`config.mk`:
```
export PLATFORM = sky130hd
export DESIGN_NAME = decode_stage
export DESIGN_NICKNAME = d
export VERILOG_FILES = /design/src/rtl/decode_stage.sv
export SDC_FILE = /design/constraint.sdc
export NUM_CORES = 1
export LEC_CHECK = 0
export ABC_AREA = 1
export CAP_MARGIN = 20
export CORE_MARGIN = 10
export CORE_UTILIZATION = 44
export CTS_CLUSTER_DIAMETER = 60
export DETAILED_ROUTE_END_ITERATION = 10
export PLACE_DENSITY = 0.88
export RECOVER_POWER = 50
export SLEW_MARGIN = 15
export SYNTH_ARGS = -nofsm -noshare
export SYNTH_HDL_FRONTEND = slang
export SYNTH_SLANG_ARGS = --single-unit
```
`constraint.sdc`:
```
create_clock -name clk -period 3.2 [get_ports clk]
set_input_delay 0.8 -clock clk [delete_from_list [all_inputs] [get_ports clk]]
set_output_delay 0.8 -clock clk [all_outputs]
set_load 0.01 [all_outputs]
```
`src/rtl/decode_stage.sv`:
```
// Fetch/decode pipeline register with ARM-style field split, branch target and wrong-path squash.
// Latency: one cycle; backpressure: stall_i holds the register, ready_o = ~stall_i.
module decode_stage #(
    parameter int SQUASH_CYCLES = 1,
    parameter int PC_W          = 32
) (
    input  logic            clk,
    input  logic            rst_n,
    input  logic [31:0]     inst_i,
    input  logic [PC_W-1:0] pc_i,
    input  logic            valid_i,
    output logic            ready_o,
    input  logic            stall_i,
    input  logic            flush_i,
    output logic            valid_o,
    output logic [PC_W-1:0] pc_o,
    output logic [3:0]      cond_o,
    output logic [2:0]      class_o,
    output logic [3:0]      opcode_o,
    output logic            set_flags_o,
    output logic [3:0]      rn_addr_o,
    output logic [3:0]      rd_addr_o,
    output logic [3:0]      rm_addr_o,
    output logic [11:0]     imm12_o,
    output logic            link_o,
    output logic [PC_W-1:0] branch_target_o,
    output logic            pc_write_o,
    output logic            undef_o
);

    localparam int CNT_W = (SQUASH_CYCLES < 2) ? 1 : $clog2(SQUASH_CYCLES + 1);
    localparam logic [CNT_W-1:0] CNT_LOAD = CNT_W'(SQUASH_CYCLES);

    localparam logic [0:0] ST_RUN    = 1'b0;
    localparam logic [0:0] ST_SQUASH = 1'b1;

    logic [31:0]     inst_q, inst_d;
    logic [PC_W-1:0] pc_q, pc_d;
    logic            valid_q, valid_d;
    logic [0:0]      state_q, state_d;
    logic [CNT_W-1:0] cnt_q, cnt_d;

    always_comb begin
        inst_d  = inst_q;
        pc_d    = pc_q;
        valid_d = valid_q;
        state_d = state_q;
        cnt_d   = cnt_q;
        if (flush_i) begin
            valid_d = 1'b0;
            state_d = ST_SQUASH;
            cnt_d   = CNT_LOAD;
        end else if (!stall_i) begin
            inst_d = inst_i;
            pc_d   = pc_i;
            // An exhausted counter (only reachable with zero squash slots) behaves as RUN.
            if (state_q == ST_RUN || cnt_q == '0) begin
                valid_d = valid_i;
                state_d = ST_RUN;
            end else begin
                valid_d = 1'b0;
                if (valid_i) begin
                    cnt_d = cnt_q - 1'b1;
                    if (cnt_q == CNT_W'(1)) begin
                        state_d = ST_RUN;
                    end
                end
            end
        end
    end

    always_ff @(posedge clk or negedge rst_n) begin
        if (!rst_n) begin
            inst_q  <= '0;
            pc_q    <= '0;
            valid_q <= 1'b0;
            state_q <= ST_RUN;
            cnt_q   <= '0;
        end else begin
            inst_q  <= inst_d;
            pc_q    <= pc_d;
            valid_q <= valid_d;
            state_q <= state_d;
            cnt_q   <= cnt_d;
        end
    end

    logic [PC_W-1:0] offset;

    always_comb begin
        offset = {{(PC_W-26){inst_q[23]}}, inst_q[23:0], 2'b00};
    end

    assign ready_o         = ~stall_i;
    assign valid_o         = valid_q;
    assign pc_o            = pc_q;
    assign cond_o          = inst_q[31:28];
    assign class_o         = inst_q[27:25];
    assign opcode_o        = inst_q[24:21];
    assign set_flags_o     = inst_q[20];
    assign rn_addr_o       = inst_q[19:16];
    assign rd_addr_o       = inst_q[15:12];
    assign rm_addr_o       = inst_q[3:0];
    assign imm12_o         = inst_q[11:0];
    assign branch_target_o = pc_q + PC_W'(8) + offset;
    assign link_o          = valid_q && (inst_q[27:25] == 3'b101) && inst_q[24];
    assign pc_write_o      = valid_q && (inst_q[15:12] == 4'hF) && !inst_q[27];
    assign undef_o         = valid_q && (inst_q[27:25] == 3'b011) && inst_q[4];

endmodule

```
==> flow_metrics.env <==
export IMPL_synth_common_cells="nand2_1 (211), inv_1 (106), dfrtp_1 (67), ha_1 (57), mux2_2 (56)"
export IMPL_critPathKind="reg -> out"
export IMPL_die_y_um=128
export IMPL_finalHoldViolations=0
export IMPL_maxCapViolCount=2
export IMPL_vias=5206
export IMPL_grt_usage_pct=19.9
export IMPL_drt_wirelength_per_cell_um=16.9
export IMPL_drc_errors=0
export IMPL_worst_pin_slew_ns=1.75
export IMPL_rsz0062_at_grt="yes"
export IMPL_cts_buffers=9
export IMPL_power_total_w=0.00578
export IMPL_critPathMaxStageDelay_ns=0.39
export IMPL_syn_to_final_growth_pct=65.6
export IMPL_cp_data_arrival_time_ns=2.46
export IMPL_power_density_nw_per_um2=684
export IMPL_startpoint_type="flop"
export IMPL_rows=39
export IMPL_cts_tree="built"
export IMPL_drtAntennaViolNets=0
export IMPL_clockRootBuffer="clkbuf_16"
export IMPL_overflow=0
export IMPL_vdd_drop_max_mv=0.440
export IMPL_drive_gt1_share_pct=32.2
export IMPL_clkLatencyLatePin_ns=0.34
export IMPL_ys_types=26
export IMPL_violations="max-capacitance violations, max-slew violations, negative setup slack"
export IMPL_pin_count=174
export IMPL_cts_buffer_depth=2
export IMPL_fillers=820
export IMPL_synth_edff_count=0
export IMPL_antenna_found_initial=0
export IMPL_die_area_um2=16300
export IMPL_maxSlewHeadroom_pct=-16.9
export IMPL_grt_pass1_vias=5315
export IMPL_setup_worst_path_end_class="output pin"
export IMPL_cp_required_ns=2.40
export IMPL_finalSetupViolCount=7
export IMPL_syn_num_nets=774
export IMPL_wirelength_um=17600
export IMPL_critPathTopFamily="adder cells"
export IMPL_io_buffers=173
export IMPL_grt_first_pass_wirelength_um=26200
export IMPL_ys_async_sr_fraction_pct=100
export IMPL_layout_worst_path_cycle_share_pct=102
export IMPL_yosysMostFrequentCell="nand2_1"
export IMPL_ys_top_cells_by_area="dfrtp_1 (33%), nand2_1 (16%), ha_1 (14%)"
export IMPL_h_tree_depth=3
export IMPL_antennaDiodeCount=0
export IMPL_netlist_area_um2=5100
export IMPL_synth_top_area_share_pct=32.8
export IMPL_synth_flop_cell="dfrtp_1"
export IMPL_gp_congestion=0.865
export IMPL_dpl_hpwl_um=12500
export IMPL_design_core_area_um2=11400
export IMPL_ys_warnings_count=0
export IMPL_syn_inst=647
export IMPL_yosysSeqAreaShare_pct=32.8
export IMPL_clk_pin_slew_ns=0.06
export IMPL_place_inst=1013
export IMPL_fin_crit_ns=3.26
export IMPL_clkSinkCount=67
export IMPL_grt_max_degree=74
export IMPL_fmax_ghz=0.307
export IMPL_finalNonFillerCells=1041
export IMPL_clock_skew_ns=0.000407
export IMPL_drt_pass1_iterations=6
export IMPL_p_leak_nw=4.10
export IMPL_initial_core_util_pct=44.9
export IMPL_vias_per_cell=5.00
export IMPL_avgSynthCellArea_um2=7.89
export IMPL_worst_slack_ns=-0.0566
export IMPL_path_buf_inv=3
export IMPL_cp_cell_sequence="inv_2, ha_4, inv_2, ha_4, fa_2, nand3_4, nand3_4, nand2_2, nand2_4, nand3_2, nand2_2, xor2_1, buf_2"
export IMPL_worstPathMaxFanout=4
export IMPL_drt_first_iter_violations=230
export IMPL_die_w_um=128
export IMPL_holdBufCountCts=0
export IMPL_status="complete, but fails checks"
export IMPL_worstHoldPathType="reg -> reg"
export IMPL_report_final_slew_viol_count=142
export IMPL_nets=1020
export IMPL_synth_top_area_cell="dfrtp_1"
export IMPL_ys_ff_latch=67
export IMPL_cpMaxStageDelayCell="fa_2"
-- registers in the layout, summed over array words and instances (netlist names) --
register	flops
state_q	1
pc_o	32
valid_o	1
inst_q	32
cnt_q	1
-- routing by layer --
layer | global-route usage (%) | up-vias | wire length, um
li1 | - | 2538 | -
met1 | 21.8 | 2428 | 6820
met2 | 35.1 | 206 | 9130
met3 | 7.49 | 34 | 1330
met4 | 5.70 | 0 | 344
met5 | 0 | - | 0
-- cell families (layout without fill, tap and decap cells) --
| group | count (synthesis) | in the layout | share of synthesized area, % |
|---|---|---|---|
| AO/OA/AOI/OAI | 27 | 27 | 2.79 |
| buffers and inverters | 119 | 370 | 9.58 |
| flip-flops | 67 | 67 | 32.8 |
| multiplexers | 58 | 58 | 12.8 |
| AND/OR/NAND/NOR | 301 | 301 | 24.7 |
| XOR/XNOR | 17 | 17 | 2.92 |
| adder cells (fa/ha/maj) | 58 | 58 | 14.4 |
-- where the power goes --
part	switching, W	internal (W)	leakage (nW)
sequential	0.000115	0.000970	0.787
combinational	0.00190	0.00176	3.16
clock	0.000395	0.000647	0.148
-- stage by stage --
| step | TNS [ns] | util (%) | setup slack, ns | area [um2] | hold WS [ns] |
|---|---|---|---|---|---|
| 2_1_floorplan | 0 | - | 0.350 | 5100 | 0.476 |
| 3_3_place_gp | -0.626 | 65.1 | -0.0902 | 7410 | 0.488 |
| 3_5_place_dp | -1.75 | 65.1 | -0.199 | 7410 | 0.498 |
| 4_1_cts | -0.310 | 71.8 | -0.108 | 8160 | 0.512 |
| 5_1_grt | -1.19 | 74.4 | -0.131 | 8450 | 0.541 |
| 6_report | -0.140 | 74.4 | -0.0566 | 8450 | 0.507 |
-- path summary, 6_finish.rpt --
check	startpoint	end	slack, ns	cells past startpoint
min reg2reg	inst_q[31]	inst_q[31]	0.51	1
min in group asynchronous	rst_n	cnt_q	0.92	1
max reg2reg	inst_q[23]	inst_q[23]	2.11	3
max in group asynchronous	rst_n	inst_q[23]	1.12	1
min	inst_q[31]	inst_q[31]	0.51	1
max	pc_o[3]	branch_target_o[17]	-0.06	13
-- final cells by class --
type	instances	area, um2	share of cell area [%]
multi-input combinational	461	3710	43.9
timing repair buffer	248	2180	25.8
sequential	67	1680	19.8
inverter	106	398	4.71
clock buffer	11	253	2.99
tap	143	179	2.12
clock inverter	5	58.8	0.696
-- layout by cell type, fill, tap and decap left out, types with 2 or more instances in the layout --
master	count
nand3_2	7
nor2_4	9
ha_1	15
inv_2	3
clkbuf_2	8
buf_2	15
a21oi_2	6
nand4_1	5
nand2_2	27
dlygate4sd2_1	4
buf_4	74
clkinvlp_4	2
ha_4	41
nand2_1	184
a21oi_1	11
nand3_1	27
o21ai_0	7
clkbuf_8	2
nor2_2	14
xor2_1	14
dfrtp_1	66
inv_1	103
clkbuf_16	9
nand3_4	4
nor4_1	2
mux2_2	56
xnor2_1	2
nor2_1	17
clkdlybuf4s50_1	144
nand2_4	4
mux2_1	2
-- what timing repair did --
item	CTS	global route
endpoints found under the setup margin	27	27
cloned	0	0
buffers inserted	4	8
hold endpoints to repair	0	0
resized for setup	128	80
pin swaps	9	17
Power figures use the tool's default switching activity.
==> variant (config.mk and constraints unchanged) <==
The parameter `PC_W` goes from 32 to 64.
--- a/src/rtl/decode_stage.sv
+++ b/src/rtl/decode_stage.sv
@@ -4,3 +4,3 @@
     parameter int SQUASH_CYCLES = 1,
-    parameter int PC_W          = 32
+    parameter int PC_W          = 64
 ) (
Interface: changed (resized branch_target_o, pc_i and pc_o); port bits go from 174 to 270. No check against the original RTL was run, so the function may have changed too.
==> variant against the unedited design <==
- the run still ends with capacitance limit, slew limit, setup timing left
- worst setup slack got worse by 560 ps
- critical path depth is 2 higher
- design area grew 110%
- synthesized area up 97%
- power increased by 110%
- clock skew is essentially flat
- routed wire length grew to 2.6 times the old value
- sequential cell count rose by 32
- fmax decreased by 15%
- non-clock buffer count is 277 higher
- combinational power rose to 2.6 times the old value
- critical path type unchanged
- critical endpoint is now branch_target_o[41]
==> variant: results (changes against the unedited design) <==
Outcome
  • Status: finished, violations left
  • Failing checks: capacitance limit, slew limit, setup timing

Routing
  • Post-Route WL: 45870 microns (+160%)
  • 1st-iter DRT viols: 1003 (+340%)
  • DR pass1 iterations: 7 (+1)
  • Vias per inst: 5.239 (+4.8%)

Timing
  • Final setup viols: 59 (+52)
  • Final critical-path setup slack: -619.8 ps (-563.2 ps)
  • Clock skew: 0.5619 ps (+0.1553 ps)
  • Pins over their slew limit: 44 (-69%)
  • Final setup TNS: -23400 ps (-23260 ps)
  • Rel. slew slack: -58.22% (-41 points)

Setup path
  • Slowest stage cell, crit path: dfrtp_2
  • Worst EP arrival: 3020 ps (+560 ps)
  • Critical path's largest stage delay: 490 ps (+100 ps)
  • CP max FO: 14 (+10)

Synth
  • Compound-Gate Fraction of Synth Area: 3.657% (+0.86 points)
  • Register area share after synthesis: 24.63% (-8.2 points)
  • Post-Synth Adder-Cell Area: 15.25% (+0.89 points)
  • Post-Syn Nets: 1708 (+120%)
  • Dominant cells by area after synthesis: dfrtp_1, nand2_1, ha_1
  • Post-synth cell types: 28 (+7.7%)
  • Most common library cells after synthesis: nand2_1, inv_1, ha_1
  • Post-synthesis mux area share: 10.07% (-2.7 points)
  • Synth Area in XOR/XNOR: 2.873% (-0.044 points)

Global route
  • Largest net degree at the start of global routing: 106 (+43%)
  • Vias in the first global route: 12600 (+140%)
  • First-pass GRT wire length: 67340 microns (+160%)
  • All-Layer GR Usage: 29.22% (+9.3 points)

Placement
  • Gpl congestion: 0.9981 (+15%)
  • I/O Buffers: 269 (+55%)
  • Dpl hpwl: 31910 microns (+150%)

Power and ir drop
  • Worst vdd ir: 0.0003505 V (-20%)
  • Static Leak: 8.723 nW (+110%)

Clock tree
  • CTS clock-pin slew for the worst setup and hold paths: 80 ps (+20 ps)
  • Clock latency on the worst-skew pair: 380 ps (+40 ps)

Job
  • Max cap viols: 1 (-1)

Layout
  • Fillers: 1466 (+79%)
  • N_diodes: 0 (unchanged)
  • Total Nets Final: 2227 (+120%)
  • Layout cells sized above 1: 39.07% (+6.9 points)
-- variant: kinds of logic (layout without fill, tap and decap cells) --
group,count (synthesis),count (layout)
and+or+nand+nor,767,767
buffers and inverters,306,830
adders and majority gates,122,122
DFF,99,99
muxes,90,90
AOI/OAI and AO/OA,68,68
xor gates and xnor gates,33,33
-- variant: layer usage --
layer | routed length (microns) | share of wire [%] | vias up | global-route usage (%)
met2 | 22340 | 49 | 595 | 52.46
met3 | 3656 | 8.0 | 179 | 6.074
met4 | 2453 | 5.3 | 0 | 13.04
li1 | - | - | 5623 | -
met1 | 17420 | 38 | 5621 | 32.52
met5 | 0 | 0 | - | 0
-- variant: worst max-delay path: cells and delay by family (launching register included) --
kind / cells / cell delay (ps)
compound gates: 1 / 180
fa+ha+maj: 2 / 590
simple gates: 8 / 660
flops: 1 / 490
buf+inv: 4 / 710
-- variant: area by class of cell --
class | count | area, sq um | area share [%]
Multi-Input combinational cell | 1080 | 8562 | 49.10
Timing Repair Buffer | 525 | 4657 | 26.71
Sequential cell | 99 | 2479 | 14.22
Inverter | 289 | 1087 | 6.236
Tap cell | 285 | 356.6 | 2.045
Clock buffer | 9 | 225.2 | 1.292
Clock inverter | 7 | 70.07 | 0.4018
-- variant: path summary, 6_finish.rpt --
check / slack (ps) / to / startpoint / cells after the start
min in group asynchronous: 1130 / pc_o[43]$_DFFE_PN0P_ / rst_n / 1
hold / removal: 530 / inst_q[28]$_DFFE_PN0P_ / inst_q[28]$_DFFE_PN0P_ / 1
setup reg to reg: -390 / inst_q[1]$_DFFE_PN0P_ / inst_q[1]$_DFFE_PN0P_ / 28
max in group asynchronous: 270 / inst_q[9]$_DFFE_PN0P_ / rst_n / 2
hold reg to reg: 530 / inst_q[28]$_DFFE_PN0P_ / inst_q[28]$_DFFE_PN0P_ / 1
setup / recovery: -620 / branch_target_o[41] / inst_q[23]$_DFFE_PN0P_ / 15
-- variant: per-stage QoR --
step                area [sq um]  util, %  hold slack, ps  setup WS (ps)  std cells
CTS                        16830    74.57           436.8         -567.8       2286
finish                     17440    77.25           526.2         -619.8       2294
global route               17440    77.25           543.5         -725.6       2294
global placement           14650    64.92           488.7         -609.6       2232
detailed placement         14650    64.92           507.8         -601.0       2232
floorplan                  10060        -           475.7          76.73       1485
-- variant: timing repair --
item / 4_1_cts / 5_1_grt
buffers inserted: 47 / 7
pin swaps: 48 / 23
cloned: 0 / 1
setup endpoints to repair: 59 / 61
gates resized for setup: 477 / 152
-- variant: power by group --
group | switching, W | internal [W] | total [W]
sequential | 0.000188 | 0.00143 | 0.00162
clock | 0.000617 | 0.000552 | 0.00117
combinational | 0.00515 | 0.00439 | 0.00954
total | 0.00595 | 0.00638 | 0.0123
